--- config.mk ---
export PLATFORM = sky130hd
export DESIGN_NAME = serial_add_ctrl
export DESIGN_NICKNAME = d
export VERILOG_FILES = /design/src/rtl/serial_add_ctrl_pkg.sv /design/src/rtl/serial_add_ctrl_fa.sv /design/src/rtl/serial_add_ctrl.sv
export SDC_FILE = /design/constraint.sdc
export NUM_CORES = 1
export LEC_CHECK = 0
export ABC_AREA = 1
export ABC_CLOCK_PERIOD_IN_PS = 3400
export CORE_MARGIN = 2
export CORE_UTILIZATION = 30
export DETAILED_ROUTE_END_ITERATION = 8
export SKIP_LAST_GASP = 1
export SLEW_MARGIN = 5
export SYNTH_ARGS = -nofsm -noshare
export SYNTH_HDL_FRONTEND = slang
export SYNTH_HIERARCHICAL = 1
export SYNTH_SLANG_ARGS = --single-unit
--- constraint.sdc ---
create_clock -name i_clk -period 3.4 [get_ports i_clk]
set_input_delay 0.68 -clock i_clk [delete_from_list [all_inputs] [get_ports i_clk]]
set_output_delay 0.68 -clock i_clk [all_outputs]
set_load 0.005 [all_outputs]
--- src/rtl/serial_add_ctrl_pkg.sv ---
// Shared constants for the serial adder controller: FSM encodings, the
// default operand width, and the state typedef used by the top.
package serial_add_ctrl_pkg;

  localparam int DEFAULT_WIDTH = 8;

  localparam logic [1:0] ST_IDLE  = 2'd0;
  localparam logic [1:0] ST_SHIFT = 2'd1;
  localparam logic [1:0] ST_DONE  = 2'd2;

  typedef enum logic [1:0] {
    IDLE  = ST_IDLE,
    SHIFT = ST_SHIFT,
    DONE  = ST_DONE
  } state_t;

  // A new request is only looked at when no addition is in flight.
  function automatic logic can_start(input state_t s);
    return (s == IDLE) || (s == DONE);
  endfunction

endpackage

--- src/rtl/serial_add_ctrl_fa.sv ---
// Single-bit full adder; the only arithmetic resource in the serial adder.
module FullAdder (
  input  logic a,
  input  logic b,
  input  logic cin,
  output logic s,
  output logic cout
);
  assign s    = a ^ b ^ cin;
  assign cout = (a & b) | (cin & (a ^ b));
endmodule

--- src/rtl/serial_add_ctrl.sv ---
// Bit-serial adder: one shared full adder walks the operands LSB first over
// WIDTH cycles, then publishes {carry,sum} with a one-cycle done pulse.
module serial_add_ctrl
  import serial_add_ctrl_pkg::*;
#(
  parameter int WIDTH = DEFAULT_WIDTH
) (
  input  logic             i_clk,
  input  logic             i_reset,
  input  logic             i_start,
  input  logic [WIDTH-1:0] i_a,
  input  logic [WIDTH-1:0] i_b,
  input  logic             i_cin,
  output logic             o_busy,
  output logic             o_done,
  output logic [WIDTH-1:0] o_sum,
  output logic             o_carry
);

  localparam int CW = (WIDTH > 1) ? $clog2(WIDTH) : 1;
  localparam logic [CW-1:0] LAST = CW'(WIDTH - 1);

  state_t           state;
  logic [WIDTH-1:0] a_sh;
  logic [WIDTH-1:0] b_sh;
  logic [WIDTH-1:0] res_sh;
  logic             carry;
  logic [CW-1:0]    cnt;
  logic             fa_s;
  logic             fa_co;
  logic [WIDTH-1:0] res_next;

  FullAdder u_fa (
    .a    (a_sh[0]),
    .b    (b_sh[0]),
    .cin  (carry),
    .s    (fa_s),
    .cout (fa_co)
  );

  // Sum bits enter at the MSB so after WIDTH shifts bit 0 sits at the LSB.
  assign res_next = {fa_s, res_sh[WIDTH-1:1]};

  always_ff @(posedge i_clk) begin
    if (i_reset) begin
      state   <= IDLE;
      a_sh    <= '0;
      b_sh    <= '0;
      res_sh  <= '0;
      carry   <= 1'b0;
      cnt     <= '0;
      o_busy  <= 1'b0;
      o_done  <= 1'b0;
      o_sum   <= '0;
      o_carry <= 1'b0;
    end else begin
      case (state)
        IDLE, DONE: begin
          o_done <= 1'b0;
          if (i_start && can_start(state)) begin
            a_sh   <= i_a;
            b_sh   <= i_b;
            carry  <= i_cin;
            res_sh <= '0;
            cnt    <= '0;
            o_busy <= 1'b1;
            state  <= SHIFT;
          end else begin
            state  <= IDLE;
          end
        end
        SHIFT: begin
          res_sh <= res_next;
          a_sh   <= a_sh >> 1;
          b_sh   <= b_sh >> 1;
          carry  <= fa_co;
          if (cnt == LAST) begin
            // Counter parks at WIDTH-1; it is cleared on the next start.
            o_sum   <= res_next;
            o_carry <= fa_co;
            o_busy  <= 1'b0;
            o_done  <= 1'b1;
            state   <= DONE;
          end else begin
            cnt <= cnt + CW'(1);
          end
        end
        default: begin
          state  <= IDLE;
          o_busy <= 1'b0;
          o_done <= 1'b0;
        end
      endcase
    end
  end

endmodule

---- After elaboration in Yosys (flattened, before gate mapping) ----
Cells that the tools add are included.
storage, ports and cells
  output and inout bits ................... 11
  logic and storage cells ................. 50
  bits of input ports ..................... 20
  bits in registers ....................... 41
cells by class
  reduce and logical (&&, ||, !) cells .... 10
  muxes and demuxes ....................... 17
  bitwise gates (word level) .............. 6
  equality and inequality tests ........... 6
  add/subtract/negate cells ............... 1
operator list
  kind                   number
  $pmux W8 S2            3
  $mux W8                3
  $mux W3                2
  $ne A2 B2 Y1 const B   3
  $pmux W3 S2            1
  $reduce_and A2 Y1      3
  $mux W1                4
  $pmux W1 S2            2
  $pmux W2 S2            1
  $reduce_or A2 Y1       2
  $add A3 B1 Y3 const B  1
  $eq A3 B3 Y1 const B   1
  $reduce_and A3 Y1      1
  $and A1 B1 Y1          2
  $eq A2 B1 Y1 const B   1
  $eq A2 B2 Y1 const B   1
  $logic_not A2 Y1       1
  $mux W2                1
  $reduce_bool A2 Y1     1
  $xor A1 B1 Y1          2
  $logic_and A1 B1 Y1    1
  $logic_or A1 B1 Y1     1
  $not A1 Y1             1
  $or A1 B1 Y1           1

---- Logic depth before layout (Yosys ltp) ----
  depth in word-level cells ............... 5
  gate-level depth with buffers ........... 7
  mapped depth without buffers ............ 7

---- By module ----
The synthesis kept the hierarchy.
by module, submodules not included
  module           cells each  times used  seq. area each (µm²)  area an instance (µm²)
  serial_add_ctrl  240         1           800.8                 1762.9
  FullAdder        1           1           0.0                   20.0

---- Worst setup path before layout ----
OpenSTA, ideal clock, no wires.
  path kind ............................... in2reg
  from .................................... input port i_start
  to ...................................... register a_sh[0]
  arrival time ............................ 1.182 ns
  stages on the path ...................... 5
  buffers on the path ..................... 2
  data required time ...................... 3.282 ns
  library setup time ...................... 0.118 ns
  path slack .............................. 2.100 ns
  path through ............................ nand2_4 buf_6 buf_6 nor3_1 nor2_1
between the ends
  longest elaborated chain between the ends .. 3
RTL lines
  item                                RTL line               source
  from (decl)                         serial_add_ctrl.sv:10  input logic i_start,
  $logic_and A1 B1 Y1                 serial_add_ctrl.sv:60  if (i_start && can_start(state)) begin
  $ne A2 B2 Y1 (no source line)       -
  $reduce_and A2 Y1 (no source line)  -
  to (signal assigned)                serial_add_ctrl.sv:61  a_sh <= i_a;
  to (signal assigned)                serial_add_ctrl.sv:74  a_sh <= a_sh >> 1;
  to (decl)                           serial_add_ctrl.sv:24  logic [WIDTH-1:0] a_sh;
No other way between the ends.
A chain may end at the register's enable or synchronous reset.

==> flow_metrics.py <==
metrics = {
    "synthesis": {
        "yosysSeqAreaShare_pct": 44.91,
        "yosys-top-cells-area": "dfxtp_1, nand3_1, nand2_1, nor2_1, inv_1",
        "syn_area_per_cell_um2": 7.398,
        "synth.distinct_cells": 21,
        "yosys.area.top_type": "dfxtp_1",
        "synth.net_count": 265,
        "synth_top_area_share_pct": 44.91,
        "synthesis.area_um2": 1783,
        "synth-seq-cells": 40,
        "syn-instance-count": 241,
        "synth_warnings": 6,
    },
    "floorplan": {
        "die_h_um": 81.09,
        "num_rows": 28,
        "dieArea_um2": 6576,
        "die_x_um": 81.09,
        "start_util_pct": 30.66,
        "ios": 31,
        "core_area_um2": 5816,
    },
    "cts": {
        "hold_buffers": 0,
        "cts_buffer_depth": 2,
        "h-tree-depth": 2,
        "cts_tree": "yes",
        "cts-buffers-inserted": 5,
        "clock_latency_ps": 290,
        "clockRootBuffer": "clkbuf_8",
        "cts.sinks": 40,
        "clkTransAtPathRegs_ps": 70,
        "cts_setup_buffers": 0,
        "cts.repair.resized": 0,
    },
    "grt": {
        "grt_pass1_vias": 1451,
        "overflow": 0,
        "grt_usage_pct": 12.48,
        "grt_pass1_wl_um": 6354,
        "grt_antenna_before_repair": 0,
        "grt_max_degree": 40,
    },
    "status": {
        "status": "finished, final reports clean",
    },
    "timing": {
        "period_needed_ps": 1944,
        "skew_ps": 3.287,
        "setup_ws_ps": 1456,
        "fin_crit_sh_pct": 57.17,
        "fmax_mhz": 514.4,
        "slew_headroom_pct": 65.70,
        "report.final.hold_viol_count": 0,
        "rsz0062_at_grt": "false",
        "maxSlewViolCount": 0,
        "setup_viol": 0,
        "tightestPinTransition_ps": 512.9,
        "tns_ps": 0,
    },
    "cells_and_area": {
        "drive_above_1_share_pct": 4.511,
        "area_growth_pct": 21.68,
        "n_antenna_cell": 0,
        "fillCellCount": 636,
        "multi_input_area_um2": 775.7,
        "sequential_cell_area_um2": 800.8,
        "fin_nets": 289,
    },
    "power_and_ir_drop": {
        "p_total_mw": 0.9846,
        "power.leakage_nw": 0.8574,
        "p_per_area_nw_per_um2": 453.8,
        "vdd_drop_max_v": 0.0002043,
    },
    "detailed_routing": {
        "wl_met2_um": 1503,
        "vias": 1503,
        "viasPerCell": 4.408,
        "top_layer_used": "met4",
        "drc": 0,
        "drtIter0Drc": 95,
        "wire_per_inst_um": 10.69,
        "drt_wl_total_um": 3646,
        "dr_wl_met3_um": 203,
        "ant_nets": 0,
        "wl_met1_um": 1872,
        "firstDrtPassIters": 4,
    },
    "critical_path": {
        "cp.arrival_ps": 2150,
        "crit_path_max_fanout": 28,
        "crit_type": "primary input to flip-flop",
        "startpoint_type": "primary input",
        "setup.worst_path.end_class": "flip-flop",
        "critPathRequiredTime_ps": 3610,
    },
    "placement": {
        "io_buffers": 30,
        "place_worst_setup_slack_ps": 1154,
        "dp_hpwl_um": 2378,
        "gp_congestion": 0.8051,
    },
    "run": {
        "maxCapViolCount": 0,
    },
    "hold_path": {
        "hold_path.class": "flip-flop to flip-flop",
    },
}
synth_stat cells:
cell type	instances
a21oi_1	16
buf_2	3
buf_4	2
buf_6	4
buf_8	1
clkbuf_1	4
dfxtp_1	40
fa_1	1
ha_1	3
inv_1	25
inv_2	2
nand2_1	41
nand2_2	1
nand2_4	1
nand3_1	46
nand3b_1	1
nor2_1	27
nor2_4	1
nor3_1	15
o21ai_0	2
o22ai_1	5
where the power goes:
part	switching [mW]	leakage [nW]	internal (mW)
registers	0.0128	0.327	0.497
logic	0.0903	0.484	0.0643
clock network	0.155	0.0455	0.165
total	0.258	0.857	0.726
state kept, by name, indices dropped and copies added, names as in the netlist:
register and count:
res_sh 7, o_sum 8, o_carry 1, o_busy 1, o_done 1, a_sh 8
b_sh 8, state 2, cnt 3, carry 1
final timing paths:
| check | endpoint | startpoint | cells after the start | slack (ps) |
|---|---|---|---|---|
| setup reg to reg | o_sum[3] | cnt[0] | 5 | 1830 |
| hold / removal | o_sum[5] | o_sum[5] | 2 | 460 |
| hold reg to reg | o_sum[5] | o_sum[5] | 2 | 460 |
| setup / recovery | res_sh[3] | i_reset | 4 | 1460 |
through the flow:
stage | instance area [µm²] | hold slack [ps] | instances | utilization, %
CTS | 2170 | 464.0 | 341 | 37.31
finish | 2170 | 464.6 | 341 | 37.31
floorplan | 1783 | 451.3 | 241 | -
detailed placement | 2079 | 454.0 | 333 | 35.76
global placement | 2079 | 452.3 | 333 | 35.76
global route | 2170 | 480.5 | 341 | 37.31
worst max-delay path, cell delays in order:
cell	delay (ps)
clkdlybuf4s50_1	660
inv_2	500
nand2_1	130
o22ai_1	170
placed cells by master (no fill, tap or decap):
| master | count |
|---|---|
| nor3_1 | 15 |
| nand2_2 | 1 |
| nand3b_1 | 1 |
| ha_1 | 3 |
| nor2_4 | 1 |
| nor2_1 | 27 |
| clkdlybuf4s50_1 | 30 |
| nand2_1 | 41 |
| clkbuf_1 | 2 |
| dfxtp_1 | 40 |
| nand3_1 | 46 |
| o22ai_1 | 5 |
| nand2_4 | 1 |
| inv_2 | 2 |
| o21ai_0 | 2 |
| clkbuf_8 | 6 |
| a21oi_1 | 16 |
| buf_4 | 1 |
| inv_1 | 25 |
| fa_1 | 1 |
cell type report:
type / instances / share of cell area [%]
clock buffers: 8 / 4.152
flip-flops and latches: 40 / 36.91
well taps: 75 / 4.325
repair buffers: 31 / 14.19
inverters: 27 / 4.671
multi-input cells: 160 / 35.76
layer usage:
layer,vias to the layer above,track usage (%)
li1,826,-
met1,639,16.09
met2,33,18.51
met3,5,4.222
met4,0,6.271
met5,-,0
cells by family (layout without fill, tap and decap cells):
family	after synthesis	in the layout	share of synthesized area (%)
buffers and inverters	41	66	11.58
adder cells (fa/ha/maj)	4	4	3.228
flip-flops	40	40	44.91
AND/OR/NAND/NOR	133	133	33.47
AO/OA/AOI/OAI	23	23	6.807
No activity file was read; power rests on OpenSTA's default activity.
